`config.mk`:
```
export PLATFORM = sky130hd
export DESIGN_NAME = imem_loader
export DESIGN_NICKNAME = d
export VERILOG_FILES = /design/src/rtl/imem_pkg.sv /design/src/rtl/imem_loader.sv
export SDC_FILE = /design/constraint.sdc
export NUM_CORES = 1
export LEC_CHECK = 0
export ABC_AREA = 1
export CAP_MARGIN = 20
export CORE_ASPECT_RATIO = 2
export CORE_MARGIN = 2
export CORE_UTILIZATION = 39
export DETAILED_ROUTE_END_ITERATION = 7
export SYNTH_ARGS = -nofsm -noshare
export SYNTH_HDL_FRONTEND = slang
export SYNTH_SLANG_ARGS = --single-unit
```
`constraint.sdc`:
```
create_clock -name clk -period 2.2 [get_ports clk]
set_input_delay 0.44 -clock clk [delete_from_list [all_inputs] [get_ports clk]]
set_output_delay 0.44 -clock clk [all_outputs]
set_load 0.01 [all_outputs]
```
`src/rtl/imem_pkg.sv`:
```
// rtl/imem_pkg.sv - shared loader states and instruction-memory geometry
package imem_pkg;

  typedef enum logic [2:0] {
    IDLE,
    LEN_HI,
    LEN_LO,
    LOAD,
    CSUM,
    DONE,
    ERR
  } state_t;

  localparam int IMEM_DEPTH_BYTES = 1024;
  localparam int INSTR_BYTES      = 4;

endpackage

```
`src/rtl/imem_loader.sv`:
```
// rtl/imem_loader.sv - length-prefixed byte stream to instruction RAM writer
// Optional trailing XOR checksum byte: IMEM_LOADER_CSUM_EN
module imem_loader
  import imem_pkg::*;
#(
  parameter int ADDR_WIDTH = 10,
  parameter int BASE_ADDR  = 0
) (
  input  logic        clk,
  input  logic        rst,
  input  logic        start,
  input  logic        in_valid,
  input  logic [7:0]  in_data,
  output logic        in_ready,
  output logic        mem_we,
  output logic [31:0] mem_addr,
  output logic [7:0]  mem_wdata,
  output logic        cpu_rst_hold,
  output logic        done,
  output logic        err
);

  localparam int SUM_W = ((ADDR_WIDTH > 16) ? ADDR_WIDTH : 16) + 1;
  localparam logic [SUM_W-1:0] LIMIT = SUM_W'(1) << ADDR_WIDTH;

`ifdef IMEM_LOADER_CSUM_EN
  localparam state_t PAYLOAD_END = CSUM;
`else
  localparam state_t PAYLOAD_END = DONE;
`endif

  state_t state, state_nx;

  logic [7:0]            len_hi;
  logic [15:0]           remaining;
  logic [ADDR_WIDTH-1:0] wr_ptr;
  logic [15:0]           len_word;
  logic [SUM_W-1:0]      frame_end;
  logic                  xfer;
  logic                  launch;

  assign len_word  = {len_hi, in_data};
  // Widened sum so a frame running past the top of memory cannot wrap.
  assign frame_end = SUM_W'(BASE_ADDR) + SUM_W'(len_word);
  assign xfer      = in_valid && in_ready;
  assign launch    = start && (state == IDLE || state == DONE || state == ERR);

  assign in_ready     = (state == LEN_HI) || (state == LEN_LO) ||
                        (state == LOAD)   || (state == CSUM);
  assign done         = (state == DONE);
  assign err          = (state == ERR);
  assign cpu_rst_hold = (state != DONE);

  always_ff @(posedge clk or posedge rst) begin
    if (rst) state <= IDLE;
    else     state <= state_nx;
  end

`ifdef IMEM_LOADER_CSUM_EN
  logic [7:0] csum;
`endif

  always_comb begin
    state_nx = state;
    case (state)
      IDLE, DONE, ERR: if (start) state_nx = LEN_HI;
      LEN_HI:          if (xfer) state_nx = LEN_LO;
      LEN_LO: begin
        if (xfer) begin
          if (len_word == 16'd0)      state_nx = PAYLOAD_END;
          else if (frame_end > LIMIT) state_nx = ERR;
          else                        state_nx = LOAD;
        end
      end
      LOAD:            if (xfer && remaining == 16'd1) state_nx = PAYLOAD_END;
`ifdef IMEM_LOADER_CSUM_EN
      CSUM:            if (xfer) state_nx = (in_data == csum) ? DONE : ERR;
`endif
      default:         state_nx = IDLE;
    endcase
  end

  always_ff @(posedge clk or posedge rst) begin
    if (rst) begin
      len_hi    <= 8'd0;
      remaining <= 16'd0;
      wr_ptr    <= ADDR_WIDTH'(BASE_ADDR);
      mem_we    <= 1'b0;
      mem_addr  <= 32'd0;
      mem_wdata <= 8'd0;
    end else begin
      mem_we <= 1'b0;
      if (launch) wr_ptr <= ADDR_WIDTH'(BASE_ADDR);
      if (state == LEN_HI && xfer) len_hi <= in_data;
      if (state == LEN_LO && xfer) remaining <= len_word;
      if (state == LOAD && xfer) begin
        mem_we    <= 1'b1;
        mem_addr  <= 32'(wr_ptr);
        mem_wdata <= in_data;
        wr_ptr    <= wr_ptr + 1'b1;
        remaining <= remaining - 16'd1;
      end
    end
  end

`ifdef IMEM_LOADER_CSUM_EN
  always_ff @(posedge clk or posedge rst) begin
    if (rst)                        csum <= 8'd0;
    else if (launch)                csum <= 8'd0;
    else if (state == LOAD && xfer) csum <= csum ^ in_data;
  end
`endif

endmodule
```
==> impl_results.md, run 1 <==
* Ports at 57
* TritonCTS clock tree: built
* Layout Cells excl Fill at 565
* Initial antenna violation count at 0
* Crit path DAT at 1680 ps
* H-tree depth at 2
* Vias in the first global route at 2845
* Setup crit end kind: output pin
* Worst EP required at around 1800 ps
* Worst-case clock buffer depth at 2
* Clock Latency Late Sink at about 300 ps
* Diodes inserted at 0
* Cells after DPL at 557
* Max IR drop VDD at between 0.6 and 0.7 mV
* Placed cell areas at 3583 sq um
* Final Critical Period at roughly 2100 ps
* # clock sinks at 56
* Post-CTS Setup Inserts at 0
* Clock Skew at 9.236 ps
* Yosys synthesis warning count at 0
* IO buf count at 34
* Sequential-to-total area share from yosys stat at roughly 43%
* ANT nets after route at 0
* Final hold vios at 0
* Initial Utilization at 39.54%
* Slew HR at about two thirds
* Final HPWL DP at 6438 microns
* Post-Synthesis Cell Area at 3232 sq um
* Setup violations, final at 0
* Clk Tree Root Cell: clkbuf_16
* Crit path largest cell delay at 550 ps
* Syn Area/Cell at 7.533 sq um
* Via count at 2812
* Core area at 8174 sq um
* Setup TNS at 0 ps
* CP cell instances: nor2_2 -> xor2_1 -> clkdlybuf4s50_1
* Filler cells at 858
* LEAKAGE at roughly 1.8 nW
* Nets@finish at around 480
* Final Hold Slack at 478.3 ps
* Synth-to-Final Area Change at 15.33%
* Post-synthesis register bit count at between 50 and 60
* Pwr Total at between 4 and 5 mW
* Die area at 9075 sq um
* Die height at 132.7 microns
* Unrepaired setup endpoints after global routing: false
* Area taken by multi-input logic gates at 1434 sq um
* Final setup margin at 76.53 ps
* Post-cts resize count at 0
* Synth Instances at 429
* Fin crit share at between 90 and 100%
* EDFF count, synth at 0
* CP Launch Type: flop
* Num rows at 47
* Chip width at 68.37 microns
* Hold Path Class: reg2reg
* First-pass GRT wire length at 13480 microns
* Netlist cell types at 30
* DRT Pass-1 Iters at 4
* Cts bufs inserted at 5
* DRC errors left at 0
* FFs w/ async S/R, synth at 100.0%
* Max Cap Violations at 0
* Sequential cell area at 1401 sq um
* Peak Freq at between 400 and 500 MHz
* Total gr overflow at 0
* Gr usage total at 19.81%
* Crit-path slowest cell: clkdlybuf4s50_1
* Clock-pin slew on the worst setup and hold paths at ~70 ps
* Slew Viols, Final at 0
* Crit Path Max Fanout at 7
* Fin util at between 40% and 50%
* Dpl ws at 169.2 ps
* WS Path Type: reg2out
* Iter 0 DRT Violations at 82
* Hold_buf cts at 0
* Largest net degree at the start of global routing at 35
* Status: finished, final reports clean
* Placer Congestion at 0.8692
* Ratio of cells with drive above 1 in the final layout at roughly 7.9%
* Fin area at 3727 sq um
* DR WL/cell at 14.38 microns
* Vias per cell at 4.977
* DRT Wirelength at 8125 microns
* Pwr dens at roughly 1200 nW/um^2
* Least-Margin Pin Slew at 525.5 ps
* Synth Flop Type: dfrtp_1
-- flip-flops by register name (all words and copies together), names as in the netlist --
| name | cells |
|---|---|
| state | 3 |
| wr_ptr | 10 |
| len_hi | 8 |
| remaining | 16 |
| mem_addr | 10 |
| mem_wdata | 8 |
| mem_we | 1 |
-- layout make-up --
type                            instances  share of cell area, %
Multi-Input combinational cell        306                  38.47
Sequential cell                        56                  37.60
Timing Repair Buffer                   43                  11.28
Inverter                               54                  5.572
Clock buffer                            7                  3.558
Tap cell                               98                  3.290
Clock inverter                          1                 0.2350
-- cells by family (layout without fill, tap and decap cells) --
logic type,count (synthesis),in the layout,share of synthesized area (%)
buf+inv,88,105,14.79
other cells,1,22,0.1160
xor+xnor,3,3,0.8132
flops,56,56,43.36
fa+ha+maj,3,3,1.162
simple gates,198,198,26.06
compound gates,80,80,13.71
-- cell usage in the layout (no fill, tap or decap), types with 2 or more instances in the layout --
| master | n |
|---|---|
| nand2_1 | 110 |
| dfrtp_1 | 56 |
| inv_1 | 50 |
| nor2_1 | 43 |
| o21ai_0 | 42 |
| clkdlybuf4s50_1 | 34 |
| nand3_1 | 27 |
| conb_1 | 22 |
| a21oi_1 | 15 |
| o21ai_1 | 10 |
| o21ai_2 | 9 |
| buf_4 | 8 |
| nor3_1 | 5 |
| clkbuf_16 | 5 |
| nand4_1 | 3 |
| nor2_2 | 3 |
| nand2_2 | 3 |
| xor2_1 | 3 |
| ha_1 | 3 |
| inv_4 | 2 |
| inv_2 | 2 |
| clkbuf_1 | 2 |
-- worst max-delay path: cells and delay by family (launching register included) --
family                 cells  cell delay (ps)
AND/OR/NAND/NOR            1              180
flip-flops                 1              500
XOR/XNOR                   1              160
buffers and inverters      1              550
-- power by group --
group / internal [mW] / leakage [nW] / switching (mW)
clock: 0.426 / 0.0681 / 0.363
sequential: 1.40 / 0.718 / 0.333
combinational: 0.746 / 1.00 / 1.11
total: 2.57 / 1.79 / 1.81
-- layer usage --
layer | GRT usage [%] | vias up | wire [microns]
li1 | - | 1392 | -
met1 | 20.61 | 1335 | 2944
met2 | 36.79 | 66 | 4671
met3 | 2.126 | 19 | 190
met4 | 9.889 | 0 | 319
met5 | 0 | - | 0
-- synthesized netlist by cell type, types with 5 or more instances --
cell type,number,share of area [%]
nand2_1,110,13
dfrtp_1,56,43
inv_1,51,5.9
nor2_1,44,5.1
o21ai_0,42,6.5
nand3_1,27,4.2
buf_4,23,5.3
a21oi_1,15,2.3
o21ai_1,10,1.5
o21ai_2,9,2.4
buf_6,7,2.4
nor3_1,5,0.77
-- path summary, 6_finish.rpt --
| kind | from | end | slack [ps] | cells past startpoint |
|---|---|---|---|---|
| min in group asynchronous | rst | mem_wdata[5]$_DFFE_PP0P_ | 510 | 2 |
| hold reg to reg | wr_ptr[8]$_DFFE_PP0P_ | wr_ptr[8]$_DFFE_PP0P_ | 480 | 1 |
| max in group asynchronous | rst | state[0]$_DFFE_PP0P_ | 1150 | 3 |
| setup / recovery | state[1]$_DFFE_PP0P_ | in_ready | 80 | 3 |
| hold / removal | wr_ptr[8]$_DFFE_PP0P_ | wr_ptr[8]$_DFFE_PP0P_ | 480 | 1 |
| setup reg to reg | remaining[0]$_DFFE_PP0P_ | remaining[10]$_DFFE_PP0P_ | 490 | 9 |
Note: power is estimated with default switching activity, not from simulation.
==> run 2: changes to the inputs <==
--- a/config.mk
+++ b/config.mk
@@ -7,10 +7,13 @@
 export LEC_CHECK = 0
 export ABC_AREA = 1
 export CAP_MARGIN = 20
+export CELL_PAD_IN_SITES_DETAIL_PLACEMENT = 0
+export CELL_PAD_IN_SITES_GLOBAL_PLACEMENT = 1
 export CORE_ASPECT_RATIO = 2
 export CORE_MARGIN = 2
-export CORE_UTILIZATION = 39
+export CORE_UTILIZATION = 38
 export DETAILED_ROUTE_END_ITERATION = 7
+export PLACE_DENSITY_LB_ADDON = 0.1
 export SYNTH_ARGS = -nofsm -noshare
 export SYNTH_HDL_FRONTEND = slang
 export SYNTH_SLANG_ARGS = --single-unit
==> impl_results.md, run 2 (same netlist as run 1, synthesis figures left out) <==
* Top reg by flops: remaining
* Cts bufs inserted at 5 (unchanged)
* Chip width at 69.21 microns (+1.2%)
* Synth-to-Final Area Change at 15.06%
* Most common cell after layout, fill and taps aside: nand2_1
* Num rows at 47 (unchanged)
* WS Path Type: reg2out
* Fin area at 3719 sq um (-0.23%)
* Clock Latency Late Sink at 300 ps (about the same)
* H-tree depth at 2 (unchanged)
* Nets@finish at 480 (-0.21%)
* Slew Viols, Final at 0 (unchanged)
* Pwr dens at 1188 nW/um^2 (+1.1%)
* Worst-case clock buffer depth at 2 (unchanged)
* Commonest non-fill, non-tap cells in the layout: 110 x nand2_1, 54 x dfrtp_1, 50 x inv_1
* CP Launch Type: flop
* Core area at 8292 sq um (+1.4%)
* Initial Utilization at 38.98% (-0.56 points)
* Hold_buf cts at 0 (unchanged)
* Cells after DPL at 556 (-0.18%)
* DRT Pass-1 Iters at 4 (unchanged)
* Fin crit share at 95.87% (-0.65 points)
* Hold Path Class: reg2reg
* Setup crit start: state[0]$_DFFE_PP0P_
* Via count at 2766 (-1.6%)
* Dpl ws at 248.1 ps (+78.96 ps)
* # clock sinks at 56 (unchanged)
* IO buf count at 34 (unchanged)
* Setup TNS at 0 ps (unchanged)
* LEAKAGE at 1.782 nW (-0.47%)
* Final setup margin at 90.90 ps (+14.37 ps)
* Iter 0 DRT Violations at 88 (+7.3%)
* Initial antenna violation count at 0 (unchanged)
* Total gr overflow at 0 (unchanged)
* Setup violations, final at 0 (unchanged)
* DRC errors left at 0 (unchanged)
* Biggest regs: remaining (16), mem_addr (10), wr_ptr (10)
* Die area at 9303 sq um (+2.5%)
* Crit path largest cell delay at 520 ps (-30 ps)
* Filler cells at 856 (-0.23%)
* TritonCTS clock tree: built
* Vias per cell at 4.913 (-1.3%)
* Placed cell areas at 3576 sq um (-0.21%)
* DRT Wirelength at 8705 microns (+7.1%)
* Gr usage total at 19.54% (-0.28 points)
* Placer Congestion at 0.8304 (-4.5%)
* Unrepaired setup endpoints after global routing: false
* Final hold vios at 0 (unchanged)
* Vias in the first global route at 2816 (-1.0%)
* Largest net degree at the start of global routing at 57 (+63%)
* Max Cap Violations at 0 (unchanged)
* Final Critical Period at 2109 ps (-14.37 ps)
* Clock-pin slew on the worst setup and hold paths at 70 ps (about the same)
* Diodes inserted at 0 (unchanged)
* Die height at 134.4 microns (+1.3%)
* Min-Delay Startpoint: len_hi[2]$_DFFE_PP0P_
* Setup crit end kind: output pin
* Worst EP required at 1760 ps (about the same)
* First-pass GRT wire length at 14230 microns (+5.6%)
* Crit path DAT at 1670 ps (about the same)
* Pwr Total at 4.417 mW (+0.90%)
* CP cell instances: inv_4 -> nor2_1 -> inv_1 -> nor2_1 -> inv_1 -> clkdlybuf4s50_1
* Max reg flops at 16 (unchanged)
* Min-Delay Path Depth at 2 (+1)
* Final HPWL DP at 6650 microns (+3.3%)
* Ports at 57 (unchanged)
* DR WL/cell at 15.46 microns (+7.5%)
* Crit Path Max Fanout at 11 (+4)
* ANT nets after route at 0 (unchanged)
* Clk Tree Root Cell: clkbuf_16
* Crit-path slowest cell: clkdlybuf4s50_1
* Max IR drop VDD at 0.5881 mV (-13%)
* Critical R2R Launch: remaining[0]$_DFFE_PP0P_
* Ratio of cells with drive above 1 in the final layout at 8.172% (+0.25 points)
* Status: finished, final reports clean
* Layout Cells excl Fill at 563 (-0.35%)
* Peak Freq at 474.1 MHz (+0.68%)
* FF-to-FF path depth at 9 (unchanged)
* Clock Skew at 6.226 ps (-3.010 ps)
[run 2: area by class of cell]
class	instances	area, sq um	share of cell area [%]
multi-input cells	306	1434	38.56
flip-flops and latches	56	1404	37.75
well taps	98	122.6	3.297
repair buffers	42	412.9	11.10
clock inverters	1	8.758	0.2355
clock buffers	6	128.9	3.466
inverters	54	207.7	5.585
[run 2: layer usage]
metal / up-vias / GRT usage (%) / part of all wire, %
li1: 1387 / - / -
met1: 1316 / 20.27 / 38
met2: 44 / 37.23 / 56
met3: 19 / 2.554 / 2.1
met4: 0 / 10.24 / 4.1
met5: - / 0 / 0
[run 2: through the flow]
step	util, %	hold slack [ps]
finish	44.85	487.4
global route	44.85	516.6
CTS	44.82	491.3
detailed placement	43.13	472.9
global placement	43.13	464.7
floorplan	-	445.8
[run 2: path summary, 6_finish.rpt]
path,endpoint,slack [ps]
worst max-delay path,cpu_rst_hold,90
max in group asynchronous,state[1]$_DFFE_PP0P_,1390
min in group asynchronous,mem_addr[2]$_DFFE_PP0P_,520
worst min register to register,len_hi[2]$_DFFE_PP0P_,490
worst max register to register,remaining[10]$_DFFE_PP0P_,460
worst min-delay path,len_hi[2]$_DFFE_PP0P_,490
[run 2: critical path, delay by kind of cell (launching register included)]
family	cells	cell delay, ps
buf+inv	4	820
flops	1	450
simple gates	2	120
[run 2: where the power goes]
| part | internal [mW] | total, mW | switching, mW |
|---|---|---|---|
| logic | 0.745 | 1.87 | 1.13 |
| registers | 1.40 | 1.74 | 0.340 |
| clock network | 0.422 | 0.808 | 0.385 |
[run 2: repair_timing]
action,4_1_cts,5_1_grt
resized for setup,1,2
setup endpoints to repair,1,2
setup buffers,0,0
cloned,0,0
endpoints found under the hold margin,0,0
pin swaps,0,0
==> RTL edit: new RTL, config.mk and constraints of run 2 <==
Register the output `err`, cleared by the reset; this adds one clock of latency there. The other outputs are not delayed to match.
--- a/src/rtl/imem_loader.sv
+++ b/src/rtl/imem_loader.sv
@@ -48,7 +48,13 @@
   assign in_ready     = (state == LEN_HI) || (state == LEN_LO) ||
                         (state == LOAD)   || (state == CSUM);
   assign done         = (state == DONE);
-  assign err          = (state == ERR);
+  always_ff @(posedge clk or posedge rst) begin
+    if (rst) begin
+      err <= '0;
+    end else begin
+      err <= (state == ERR);
+    end
+  end
   assign cpu_rst_hold = (state != DONE);
 
   always_ff @(posedge clk or posedge rst) begin
Formal check against the unedited RTL: not equivalent (a bounded check fails within 4 cycles, from zero or initial values and one cycle with rst high).
==> RTL edit against run 2 <==
  * Wire length rose by 0.17%
  * Total power rose by 14%
  * Cell area rose by 3.7%
  * Synthesized area fell by 2.1%
  * Final cell count rose by 1.4%
  * Sequential cell count rose by 1
  * Die area fell by 2.0%
  * Clock skew fell by 1.1 ps
  * Setup slack got worse by 23 ps
  * Clock power rose by 76%
  * Largest power group unchanged
==> RTL edit: results <==
set metrics [dict create \
    crit_arrival_ps 1690 \
    place_ws_ps 231 \
    ys_top_cells_by_count "112 x nand2_1, 57 x dfrtp_1, 49 x nor2_1" \
    worstPathMaxFanout 7 \
    syn_avg_cell_area_um2 7.43 \
    fillerInstances 859 \
    first_iter_violations 149 \
    p_leak_nw 1.83 \
    synth_compound_area_share_pct 13.6 \
    grt_pass1_vias 2802 \
    grt_max_degree 48 \
    clkLatencyLatePin_ps 320 \
    place_inst 553 \
    met3_usage_pct 4.93 \
    synth_area_leaders "dfrtp_1 45%, nand2_1 13%, o21ai_0 7.0%" \
    synthAdderAreaFrac_pct 1.19 \
    globalRouteTotalUtil_pct 21.2 \
    clock_buffers 14 \
    dp_hpwl_um 6680 \
    sh_seq_area_pct 37.0 \
    r2r_end "state[2]$_DFFE_PP0P_" \
    synth_seq_cells 57 \
    fin_util_pct 47.2 \
    wl_per_cell_um 15.3 \
    grt_pass1_wl_um 13900 \
    outcome "finished, final reports clean" \
    nets 483 \
    inv_count 49 \
    nonClkBufAreaFrac_pct 10.7 \
]
RTL edit: cell count changes in the layout (fill, tap and decap cells not counted), moves of 3 or more:
cell and change:
o21ai_2 -8, clkbuf_16 +4, nor2_1 +6, inv_1 -6
o21ai_1 +8, clkbuf_8 +3, a21oi_2 +3, a21oi_1 -4
RTL edit: worst max-delay path by stage:
stage                                    start                        end  slack (ps)  cells after the start
after floorplan                            rst              err$_DFF_PP0_         360                      1
after global placement                in_valid  remaining[10]$_DFFE_PP0P_         280                      6
after detailed placement              in_valid      wr_ptr[3]$_DFFE_PP0P_         230                      6
after CTS                 state[0]$_DFFE_PP0P_                       done          30                      5
after global routing      state[1]$_DFFE_PP0P_                       done          20                      4
final                     state[1]$_DFFE_PP0P_                       done          70                      4
RTL edit: per-layer routing:
layer  part of all wire [%]  up-vias
li1                       -     1402
met5                      0        -
met4                    2.5        0
met3                    2.8       13
met2                     60       54
met1                     35     1340
RTL edit: timing repair:
item                       CTS  global route
setup endpoints to repair    2             1
gates resized for setup      1             0
buffers inserted             0             2
